## config.mk

```make
export PLATFORM = sky130hd
export DESIGN_NAME = stream_mux
export DESIGN_NICKNAME = d
export VERILOG_FILES = /design/src/rtl/stream_mux.sv
export SDC_FILE = /design/constraint.sdc
export NUM_CORES = 1
export LEC_CHECK = 0
export ABC_AREA = 1
export CAP_MARGIN = 5
export CORE_MARGIN = 10
export CORE_UTILIZATION = 42
export CTS_BUF_LIST = sky130_fd_sc_hd__clkbuf_16
export DETAILED_ROUTE_END_ITERATION = 8
export GPL_TIMING_DRIVEN = 0
export PLACE_DENSITY = 0.95
export SYNTH_ARGS = -nofsm -noshare
export SYNTH_HDL_FRONTEND = slang
export SYNTH_SLANG_ARGS = --single-unit
```

## constraint.sdc

```tcl
create_clock -name clk -period 3.25 [get_ports clk]
set_input_delay 0.4875 -clock clk [delete_from_list [all_inputs] [get_ports clk]]
set_output_delay 0.4875 -clock clk [all_outputs]
set_load 0.02 [all_outputs]
```

## src/rtl/stream_mux.sv

```systemverilog
// stream_mux: N-to-1 packet-aware stream mux; optional round-robin arbitration with STREAM_MUX_RR_EN.
// Latency: one cycle from input transfer to out_valid; sustains one word per cycle.
// Backpressure: only the granted channel sees in_ready, and only while the output register can accept.
module stream_mux #(
    parameter int NUM_CH = 4,
    parameter int DATA_W = 8,
    localparam int CH_W  = (NUM_CH > 1) ? $clog2(NUM_CH) : 1
) (
    input  logic                     clk,
    input  logic                     rst_n,
    input  logic [NUM_CH-1:0]        in_valid,
    input  logic [NUM_CH*DATA_W-1:0] in_data,
    input  logic [NUM_CH-1:0]        in_last,
    output logic [NUM_CH-1:0]        in_ready,
    input  logic [CH_W-1:0]          sel,
    output logic                     out_valid,
    output logic [DATA_W-1:0]        out_data,
    output logic                     out_last,
    output logic [CH_W-1:0]          out_ch,
    input  logic                     out_ready
);

    localparam logic [0:0] ST_ARB  = 1'b0;
    localparam logic [0:0] ST_LOCK = 1'b1;

    logic [0:0]        state_q, state_d;
    logic [CH_W-1:0]   lk_q, lk_d;
    logic              out_vld_q, out_vld_d;
    logic [DATA_W-1:0] out_dat_q, out_dat_d;
    logic              out_last_q, out_last_d;
    logic [CH_W-1:0]   out_ch_q, out_ch_d;

    logic [CH_W-1:0]   arb_g;
    logic              arb_vld;
    logic [CH_W-1:0]   grant;
    logic              grant_vld;
    logic              acc_ok;
    logic [DATA_W-1:0] g_dat;
    logic              g_last;
    logic              g_valid;
    logic              in_xfer;
    logic              out_xfer;

`ifdef STREAM_MUX_RR_EN
    logic [CH_W-1:0] ptr_q, ptr_d;
    int              dist;
    int              best;
    logic            unused_sel;

    assign unused_sel = ^sel;

    // Pick the valid channel closest after the pointer, wrapping around.
    always_comb begin
        arb_vld = 1'b0;
        arb_g   = '0;
        best    = NUM_CH;
        dist    = 0;
        for (int k = 0; k < NUM_CH; k++) begin
            dist = k - int'(ptr_q) - 1;
            if (dist < 0) begin
                dist = dist + NUM_CH;
            end
            if (in_valid[k] && (dist < best)) begin
                best    = dist;
                arb_g   = CH_W'(k);
                arb_vld = 1'b1;
            end
        end
    end

    always_comb begin
        ptr_d = ptr_q;
        if (in_xfer && g_last) begin
            ptr_d = grant;
        end
    end

    always_ff @(posedge clk) begin
        if (!rst_n) begin
            ptr_q <= CH_W'(NUM_CH - 1);
        end else begin
            ptr_q <= ptr_d;
        end
    end
`else
    always_comb begin
        arb_g   = sel;
        arb_vld = (int'(sel) < NUM_CH);
    end
`endif

    // An open packet pins the grant to its channel, so packets never interleave.
    always_comb begin
        grant_vld = 1'b0;
        grant     = '0;
        if (rst_n) begin
            if (state_q == ST_LOCK) begin
                grant_vld = 1'b1;
                grant     = lk_q;
            end else begin
                grant_vld = arb_vld;
                grant     = arb_g;
            end
        end
    end

    assign acc_ok = !out_vld_q || out_ready;

    always_comb begin
        in_ready = '0;
        g_dat    = '0;
        g_last   = 1'b0;
        g_valid  = 1'b0;
        for (int k = 0; k < NUM_CH; k++) begin
            if (grant == CH_W'(k)) begin
                in_ready[k] = grant_vld && acc_ok;
                g_dat       = in_data[k*DATA_W +: DATA_W];
                g_last      = in_last[k];
                g_valid     = in_valid[k];
            end
        end
    end

    assign in_xfer  = grant_vld && acc_ok && g_valid;
    assign out_xfer = out_vld_q && out_ready;

    always_comb begin
        out_vld_d  = out_vld_q;
        out_dat_d  = out_dat_q;
        out_last_d = out_last_q;
        out_ch_d   = out_ch_q;
        state_d    = state_q;
        lk_d       = lk_q;
        if (in_xfer) begin
            out_vld_d  = 1'b1;
            out_dat_d  = g_dat;
            out_last_d = g_last;
            out_ch_d   = grant;
            if (state_q == ST_ARB) begin
                if (!g_last) begin
                    state_d = ST_LOCK;
                    lk_d    = grant;
                end
            end else if (g_last) begin
                state_d = ST_ARB;
            end
        end else if (out_xfer) begin
            out_vld_d = 1'b0;
        end
    end

    always_ff @(posedge clk) begin
        if (!rst_n) begin
            out_vld_q  <= 1'b0;
            out_dat_q  <= '0;
            out_last_q <= 1'b0;
            out_ch_q   <= '0;
            state_q    <= ST_ARB;
            lk_q       <= '0;
        end else begin
            out_vld_q  <= out_vld_d;
            out_dat_q  <= out_dat_d;
            out_last_q <= out_last_d;
            out_ch_q   <= out_ch_d;
            state_q    <= state_d;
            lk_q       <= lk_d;
        end
    end

    assign out_valid = out_vld_q;
    assign out_data  = out_dat_q;
    assign out_last  = out_last_q;
    assign out_ch    = out_ch_q;

endmodule

```

## Word level (Yosys, flattened, before mapping)

Cells that the tools add are included.

| word-level totals | value |
|---|---|
| bits in registers | 15 |
| input port bits | 45 |
| output and inout bits | 16 |
| word-level logic and storage cells | 41 |

| cells by class | value |
|---|---|
| equal/unequal tests | 3 |
| muxes and demuxes | 22 |
| bitwise logic cells | 2 |
| reductions and logical operators | 8 |

Operators by type and width:

| operator | number |
|---|---|
| 8-bit 2-to-1 mux | 4 |
| 1-bit 2-to-1 mux | 16 |
| 2-bit == test (second input constant) | 2 |
| 2-bit 2-to-1 mux | 2 |
| 1-bit logical AND | 3 |
| 3-bit AND reduction | 1 |
| 2-bit by 1-bit == test with 1-bit output (second input constant) | 1 |
| 2-bit logical NOT | 1 |
| 1-bit NOT | 2 |
| 2-bit nonzero test | 1 |
| 1-bit logical NOT | 1 |
| 1-bit logical OR | 1 |

## Depth between registers and ports, before layout

| depth | value |
|---|---|
| word-level depth | 9 |
| depth in mapped cells | 13 |
| gate-level depth less buffers | 12 |

## Worst setup path before layout

OpenSTA, ideal clock, no wires.

| timing path | value |
|---|---|
| path kind | input to output |
| start point | in rst_n |
| end point | out in_ready[3] |
| arrival | 1510 ps |
| data required time | 2762 ps |
| setup slack | 1253 ps |
| stages on the path | 6 |
| path buffers | 2 |
| cells stage by stage | buf_2 -> inv_2 -> a21oi_4 -> nand2_4 -> clkbuf_1 -> nor2_1 |

| on the way | value |
|---|---|
| cells in the longest elaborated chain, start to end | 3 |
| elaborated cells on any way between the ends | 5 |
| those cells by class | 1 x eq/ne; 3 x mux; 1 x reduce/logical |

Ends and longest elaborated chain:

| what | line | source |
|---|---|---|
| start, declared | 10 | `input logic rst_n,` |
| 2-bit 2-to-1 mux or 1-bit 2-to-1 mux (tied branches) | 96 | `if (rst_n) begin` |
| 2-bit == test or 1-bit logical AND (tied branches) | 115, 116 |  |
| 1-bit 2-to-1 mux * | 115 | `if (grant == CH_W'(k)) begin` |
| end, declared | 14 | `output logic [NUM_CH-1:0] in_ready,` |

Mark *: on every way between the ends. The rest lies on a longest branch, timed or not.

## Final worst setup path

| timing path | value |
|---|---|
| start point | in sel[0] |
| end point | out in_ready[3] |

| on the way | value |
|---|---|
| cells in the longest elaborated chain, start to end | 4 |

Ends and longest elaborated chain:

| what | line | source |
|---|---|---|
| start, declared | 15 | `input logic [CH_W-1:0] sel,` |
| 2-bit 2-to-1 mux | 97 | `if (state_q == ST_LOCK) begin` |
| 2-bit 2-to-1 mux | 96 |  |
| 2-bit == test | 115 |  |
| 1-bit 2-to-1 mux | 115 |  |

No other way between the ends.

==> impl_metrics.csv <==
group,metric,value,unit
status,status,"complete, no violations",
grt,overflow,0,
grt,grt.total_usage,12.6,%
logic_synthesis,netlist_top_cells_area,"dfxtp_1 (27%), nand2_1 (11%), nand3_1 (7.2%)",
cells_and_area,antenna_cells,0,
logic_synthesis,yosys.area.top_type,"dfxtp_1",
cells_and_area,utilization,72.9,%
drt,wirelength,3410,um
place,dpl_cell_area,1740,um2
power,power_frac_comb,38.3,%
clocking,cts_resized,0,
drt,highest_layer,"met4",
critical_path,start_kind,"primary input",
cells_and_area,design_area,1820,um2
logic_synthesis,ys_types,27,
critical_path,critPathCaptureType,"output port",
timing,fmax,0.345,GHz
clocking,htree_levels,1,
timing,timing.hold.ws,0.507,ns
logic_synthesis,synth_cells,153,
run,maxCapViolCount,0,
clocking,clock_tree.root_cell,"clkbuf_16",
cells_and_area,drive_above_1_share,20.8,%
drt,m1WireLength,1310,um
timing,worst_pin_slew,0.375,ns
power,power.share.clock,32.4,%
drt,num_vias,1245,
timing,fin_setup_tns,0,ns
timing,finalCriticalPeriod,2.90,ns
cells_and_area,area_growth,63.6,%
power,p_sw,0.230,mW
clocking,cts_hold_buf,0,
drt,drc_errors,0,
cells_and_area,nFillCells,193,
cells_and_area,layout.nets,262,
logic_synthesis,netlist.area_leader.share,27.0,%
logic_synthesis,ys.warnings.count,0,
power,max-vdd-ir-drop,0.399,mV
grt,antenna_found_initial,0,
place,dp_cells,242,
die,core,2500,um2
drt,wire_per_inst,13.9,um
timing,setup_viol,0,
timing,hold_violations,0,
drt,wl_met3,421,um
cells_and_area,final_cells,246,
grt,grt_pass1_wl,5380,um
critical_path,critPathArrivalTime,2.41,ns
clocking,cts_tree,"yes",
power,p_per_area,403,nW/um2
clocking,postCtsSetupRepairBufs,0,
die,dieArea,5110,um2
power,netSwitchingFraction,31.2,%
die,rows,18,
logic_synthesis,synth.avg_cell_area,7.28,um2
timing,max_slew_margin,75.0,%
timing,rsz0062_at_grt,"no",
power,seq_power_share,29.3,%
critical_path,critPathSlowestCell,"clkdlybuf4s50_1",
power,p_leak,0.743,nW
place,place_congestion,0.813,
grt,grt_pass1_vias,1259,
power,p_int,0.505,mW
die,start_util,44.5,%
power,total_power,0.735,mW
timing,slew_viol_final,0,
logic_synthesis,syn_nets,198,
die,die_h,71.5,um
critical_path,path_cells,"clkdlybuf4s50_1 > nand2_2 > a21oi_4 > nand2_4 > clkbuf_1 > nor2_1 > clkdlybuf4s50_1",
timing,layout_worst_path_cycle_share,89.1,%
place,io_buffers,59,
clocking,cts_sinks,15,
logic_synthesis,ys_ff_latch,15,
cells_and_area,register_area,300,um2
critical_path,max_stage_delay,0.63,ns
timing,fin_skew,0.00440,ns
drt,drtPass1Iterations,4,
grt,grt_max_degree,11,
worst_hold_path,min_path_type,"register to register",
place,pre_cts_ws,0.363,ns
drt,vias_per_cell,5.06,
clocking,clock_latency,0.25,ns
drt,wl_met2,1640,um
drt,ant_nets,0,
critical_path,worstPathMaxFanout,10,
die,io_pins,61,
drt,drt_iter0_markers,38,
clocking,cts_buffers,3,
cells_and_area,multiInputGateArea,709,um2
critical_path,cp_common_cell,"clkdlybuf4s50_1",
clocking,clk_pin_slew,0.04,ns
timing,setup_ws,0.355,ns
critical_path,critPathKind,"primary input to output port",
logic_synthesis,seq_area_frac_synth,27.0,%
critical_path,cp.required,2.76,ns
die,fp.dieW,71.5,um
place,place_hpwl,2780,um
clocking,clockBufferDepth,2,
logic_synthesis,synth_area,1110,um2
-- flip-flops by register name (all words and copies together), names as in the netlist --
name       count
out_data       8
lk_q           2
out_ch         2
out_last       1
out_valid      1
state_q        1
-- power by group through the flow --
stage	logic (mW)	clock network (mW)	registers [mW]
finish	0.282	0.238	0.215
global route	0.306	0.250	0.218
CTS	0.284	0.242	0.216
detailed placement	0.282	0	0.219
global placement	0.277	0	0.218
floorplan	0.146	0	0.238
-- cells in the mapped netlist (all sizes together) --
cell     n
a21oi   14
buf      7
clkbuf   1
dfxtp   15
inv     10
nand2   41
nand3   17
nand4   10
nor2    17
nor3     2
o21ai   18
o21bai   1
-- worst max-delay path, delay by kind of cell --
family / cells / cell delay (ns)
AND/OR/NAND/NOR: 3 / 0.36
buffers and inverters: 3 / 1.37
AO/OA/AOI/OAI: 1 / 0.19
-- cells by family (layout without fill, tap and decap cells) --
logic type / count (synthesis) / after routing / share of synthesized area (%)
buffers and inverters: 18 / 81 / 9.32
DFF: 15 / 15 / 27.0
AOI/OAI and AO/OA: 33 / 33 / 22.1
and+or+nand+nor: 87 / 87 / 41.6
-- routing by layer --
layer / global-route usage, % / vias up
li1: - / 649
met1: 12.7 / 538
met2: 21.1 / 54
met3: 7.02 / 4
met4: 4.73 / 0
met5: 0 / -
-- layout make-up --
class / instances / area share (%)
Tap cell: 30 / 2.06
Inverter: 10 / 2.20
Timing Repair Buffer: 59 / 32.4
Clock inverter: 1 / 0.275
Sequential cell: 15 / 16.5
Multi-Input combinational cell: 120 / 38.9
Buffer: 8 / 3.50
Clock buffer: 3 / 4.12
-- cell usage in the layout (no fill, tap or decap) --
cell type / count
buf_2: 3
inv_1: 8
buf_8: 1
buf_4: 1
nand3_2: 1
inv_4: 1
clkdlybuf4s50_1: 59
nand4_1: 10
o21bai_4: 1
a21oi_2: 8
dfxtp_1: 15
o21ai_1: 4
a21oi_1: 5
nor3_1: 2
a21oi_4: 1
clkbuf_16: 3
o21ai_0: 7
clkbuf_1: 1
nor2_8: 2
o21ai_2: 7
buf_6: 2
nand2_2: 6
clkinv_2: 1
nor2_4: 2
nor2_2: 2
nand2_4: 2
nand2_1: 33
nand3_1: 16
inv_2: 1
nor2_1: 11
-- final timing paths --
path,to,slack (ns),from,cells after the start
min reg2reg,out_data[7],0.51,out_data[7],2
max reg2reg,out_data[2],1.62,state_q,9
max,in_ready[3],0.35,sel[0],7
min,out_data[7],0.51,out_data[7],2
(Power assumes the default switching activity.)
==> RTL change 1 (same flow settings) <==
`out_dat_q` no longer has a reset.
--- a/src/rtl/stream_mux.sv
+++ b/src/rtl/stream_mux.sv
@@ -152,19 +152,21 @@
     always_ff @(posedge clk) begin
         if (!rst_n) begin
             out_vld_q  <= 1'b0;
-            out_dat_q  <= '0;
             out_last_q <= 1'b0;
             out_ch_q   <= '0;
             state_q    <= ST_ARB;
             lk_q       <= '0;
         end else begin
             out_vld_q  <= out_vld_d;
-            out_dat_q  <= out_dat_d;
             out_last_q <= out_last_d;
             out_ch_q   <= out_ch_d;
             state_q    <= state_d;
             lk_q       <= lk_d;
         end
+    end
+
+    always_ff @(posedge clk) begin
+        out_dat_q <= out_dat_d;
     end
 
     assign out_valid = out_vld_q;
Check against the original RTL: differs if rst_n is asserted again (counterexample within 4 cycles, from zero or initial values and one cycle with rst_n low); with rst_n held inactive, the same outputs for 10 cycles.
==> RTL change 1 against the unedited design <==
Area after synthesis decreased by 0.34%. Synthesized cell count decreased by 7.2%. Design area increased by 0.34%. Wire length increased by 17%. Sequential cell count unchanged. Setup slack got worse by 0.091 ns. Power increased by 3.6%. Largest power group unchanged. Highest routed layer unchanged.
==> RTL change 1: results (changes against the unedited design) <==
Clock tree
  • Clk_lat worst skew: 0.25 ns (about the same)
  • CTS Buf Count: 3 (unchanged)
  • Post-CTS setup buffer count: 0 (unchanged)
  • Post-CTS Resized: 0 (unchanged)
  • Max clock buf depth: 2 (unchanged)
  • Clk slew on worst S/H paths: about 0.05 ns

Yosys
  • Asr flop ratio synth: 0% (unchanged)
  • Synth top cells by count: 29 x nand3_1, 21 x nand2_1, 12 x nor2_1, 10 x inv_1, 10 x nand4_1
  • Yosys warns: 0 (unchanged)
  • Post-Synthesis Cells: 142 (-7.2%)
  • Top area cells in the synthesized netlist: edfxtp_1 22%, nand3_1 13%, dfxtp_1 13%
  • Dominant register cell in the synthesized netlist: edfxtp_1
  • Seq/Total Area, Yosys: 34.3% (+7.3 points)
  • Count of cell types in the netlist: 26 (-3.7%)
  • Post-synth EDFFs: 8 (+8)
  • Syn_nets: 187 (-5.6%)

Critical path
  • Worst Path Arrival: 2.50 ns (+0.09 ns)
  • R2R cell count: 11 (+2)
  • RR Endpoint: out_last$_SDFFE_PN0P_
  • Worst Setup EP: in_ready[0]
  • Maximum fanout along the worst path: 10 (unchanged)
  • R2R Setup Slk: 1.51 ns (-0.11 ns)
  • Top Family by Delay on Critical Path: buffers and inverters
  • Slowest CP cell: clkdlybuf4s50_1
  • R2R Path Start: state_q$_SDFFE_PN0P_
  • CP startpoint: rst_n
  • Worst path max stage delay: 0.59 ns (-0.04 ns)

Cells and area
  • Share of layout cells above drive strength 1: 18.4% (-2.4 points)
  • Final non-filler cell total: 236 (-4.1%)
  • Number of flip-flops in the largest register: 8 (unchanged)
  • Nets: 252 (-3.8%)

Global route
  • Largest net degree at the start of global routing: 16 (+5)
  • Overflow after GRT: 0 (unchanged)
  • Initial antenna violation count: 0 (unchanged)
  • First-pass GRT wire length: 6180 microns (+15%)
  • Global Route Usage Sum: 14.8% (+2.3 points)

Routing
  • Vias: 1,248 (+0.24%)
  • WL/cell: 17.0 microns (+22%)
  • First DRT Iteration DRCs: 110 (+190%)

Placement
  • GPL Wtd Cong: 0.822 (+1.1%)
  • Cells after DPL: 232 (-4.1%)
  • Port Buf Inserts: 60 (+1.7%)
  • DP Wirelength: 3000 microns (+8.2%)
  • Placed cell area: 1750 sq um (+0.36%)
  • Pre-CTS worst setup slack: 0.279 ns (-0.0842 ns)

Pwr
  • Leak: 0.764 nW (+2.8%)
  • Worst IR Drop VDD: 0.000359 V (-10%)
  • Internal: 0.523 mW (+3.5%)

STA
  • Worst-Margin Slew: 0.508 ns (+0.132 ns)
  • Worst hold slack: 0.486 ns (-0.0205 ns)
  • Skew final: 0.000590 ns (-0.00381 ns)
  • Slack of the critical path: 0.263 ns (-0.0912 ns)

Hold path
  • Hold_sp: out_ch[1]$_SDFFE_PN0P_
  • WHS Path Cells: 2 (unchanged)
  • Hold Path End: out_ch[1]$_SDFFE_PN0P_

Run status
  • Status: finished, final reports clean
RTL change 1: layer usage:
layer	share of wire, %	track usage [%]	vias up
met5	0	0	-
met4	1.3	5.59	0
met3	9.1	3.86	5
met2	52	26.1	50
met1	38	16.7	585
li1	-	-	608
RTL change 1: cells by family after synthesis:
logic type / share of synthesized area (%)
flip-flops: 34.3
AND/OR/NAND/NOR: 51.7
buffers and inverters: 10.3
AO/OA/AOI/OAI: 3.72
RTL change 1: area by class of cell:
class                   count  area, sq um
flip-flops and latches     15          380
well taps                  30         37.5
plain buffers               8         48.8
multi-input cells         103          616
clock inverters             1         5.00
clock buffers               3         75.1
inverters                  16         65.1
fillers                   180          672
repair buffers             60          601
RTL change 1: power by group through the flow:
stage                     sequential [mW]  combinational [mW]  clock, mW
final                               0.236               0.284      0.241
after global routing                0.239               0.304      0.252
after CTS                           0.237               0.284      0.241
after detailed placement            0.240               0.281          0
after global placement              0.239               0.273          0
after floorplan                     0.260               0.137          0
==> RTL change 2 (same flow settings) <==
Made on the original files. Change the parameter `DATA_W` from 8 to 10.
--- a/src/rtl/stream_mux.sv
+++ b/src/rtl/stream_mux.sv
@@ -3,7 +3,7 @@
 // Backpressure: only the granted channel sees in_ready, and only while the output register can accept.
 module stream_mux #(
     parameter int NUM_CH = 4,
-    parameter int DATA_W = 8,
+    parameter int DATA_W = 10,
     localparam int CH_W  = (NUM_CH > 1) ? $clog2(NUM_CH) : 1
 ) (
     input  logic                     clk,
Interface: changed (resized in_data and out_data); port bits go from 61 to 71. No check against the original RTL was run, so the function may have changed too.
==> RTL change 2 against the unedited design <==
Final cell count increased by 16%. Wire length increased by 16%. Area after synthesis increased by 7.9%. Sequential power increased by 25%. Die area increased by 5.6%. Design area increased by 11%. Fmax about the same. Power increased by 33%. Setup slack improved by 0.00089 ns. Sequential cell count increased by 2. Hold slack got worse by 0.028 ns. Core utilization increased by 0.99 points. Critical endpoint is now in_ready[1].
==> RTL change 2: results (changes against the unedited design) <==
Placement
  • Placed cell area: 1940 sq um (+11%)
  • GPL Wtd Cong: 0.815 (+0.18%)
  • DP Wirelength: 3220 microns (+16%)
  • Cells after DPL: 281 (+16%)
  • Port Buf Inserts: 70 (+19%)

Cells and area
  • Number of flip-flops in the largest register: 10 (+2)
  • Share of layout cells above drive strength 1: 14.2% (-6.7 points)
  • Nets: 308 (+18%)
  • Filler cells: 227 (+18%)

Routing
  • Via-to-Cell Ratio: 4.96 (-2.0%)
  • First DRT Iteration DRCs: 61 (+61%)
  • Vias: 1,413 (+13%)
  • Detailed-route wire length: 3960 microns (+16%)

Yosys
  • Count of cell types in the netlist: 25 (-7.4%)
  • Top area cells in the synthesized netlist: dfxtp_1 28%, nand2_1 17%, nor2_1 10%
  • Mean Syn Cell Area: 6.67 sq um (-8.3%)
  • Syn_nets: 233 (+18%)
  • Seq/Total Area, Yosys: 28.3% (+1.4 points)

Run status
  • Status: finished, final reports clean

Critical path
  • RR Endpoint: out_data[4]$_SDFFE_PN0P_
  • R2R cell count: 10 (+1)
  • Worst path max stage delay: 0.65 ns (+0.02 ns)
  • R2R Setup Slk: 1.44 ns (-0.18 ns)

Global route
  • Vias in the first global route: 1,488 (+18%)
  • Global Route Usage Sum: 15.2% (+2.7 points)
  • First-pass GRT wire length: 6710 microns (+25%)

Pwr
  • Worst IR Drop VDD: 0.000448 V (+12%)
  • Leak: 0.861 nW (+16%)

STA
  • Worst-Margin Slew: 0.438 ns (+0.0629 ns)
  • Skew final: 0.00178 ns (-0.00261 ns)

Hold path
  • Hold Path End: out_ch[1]$_SDFFE_PN0P_
  • Hold_sp: out_ch[1]$_SDFFE_PN0P_

Clock tree
  • Htree depth: 1 (unchanged)
## RTL change 2: kinds of logic (layout without fill, tap and decap cells)
logic type	Yosys count	count (layout)	synth area share, %
DFF	17	17	28.3
buffers and inverters	21	95	8.85
and+or+nand+nor	124	124	52.8
AOI/OAI and AO/OA	18	18	10.0
## RTL change 2: worst max-delay path by stage
stage	startpoint	endpoint	slack [ns]	cells past startpoint
final	rst_n	in_ready[1]	0.36	7
after global routing	rst_n	in_ready[1]	0.27	7
after CTS	rst_n	in_ready[1]	0.36	7
after detailed placement	rst_n	in_ready[1]	0.37	7
after global placement	rst_n	in_ready[1]	0.40	7
after floorplan	rst_n	in_ready[1]	1.31	5
## RTL change 2: through the flow
stage	total power [mW]	hold slack [ns]
CTS	0.984	0.479
global placement	0.732	0.463
global route	1.04	0.516
finish	0.979	0.479
detailed placement	0.741	0.471
floorplan	0.555	0.477
## RTL change 2: critical path: cells and delay by family
family | cells | cell delay [ns]
buffers and inverters | 5 | 1.50
and+or+nand+nor | 2 | 0.41
## RTL change 2: metal layers
layer  global-route usage [%]  vias up  part of all wire, %
met2                     26.8       67                   48
met3                     8.34        4                   13
met5                        0        -                    0
met4                     3.52        0                 0.93
li1                         -      726                    -
met1                     15.2      616                   38
## RTL change 2: report_power, final
part           total, mW  switching (mW)  internal (mW)
registers          0.269          0.0226          0.246
logic              0.469           0.259          0.210
clock network      0.241          0.0782          0.163
total              0.979           0.360          0.619
## RTL change 2: cell type report
type                            instances  area (sq um)  area share (%)
Multi-Input combinational cell        142           754            37.4
Timing Repair Buffer                   70           701            34.7
Sequential cell                        17           340            16.9
Clock buffer                            3          75.1            3.72
Inverter                               16          61.3            3.04
Buffer                                  5          45.0            2.23
Tap cell                               31          38.8            1.92
Clock inverter                          1          3.75           0.186
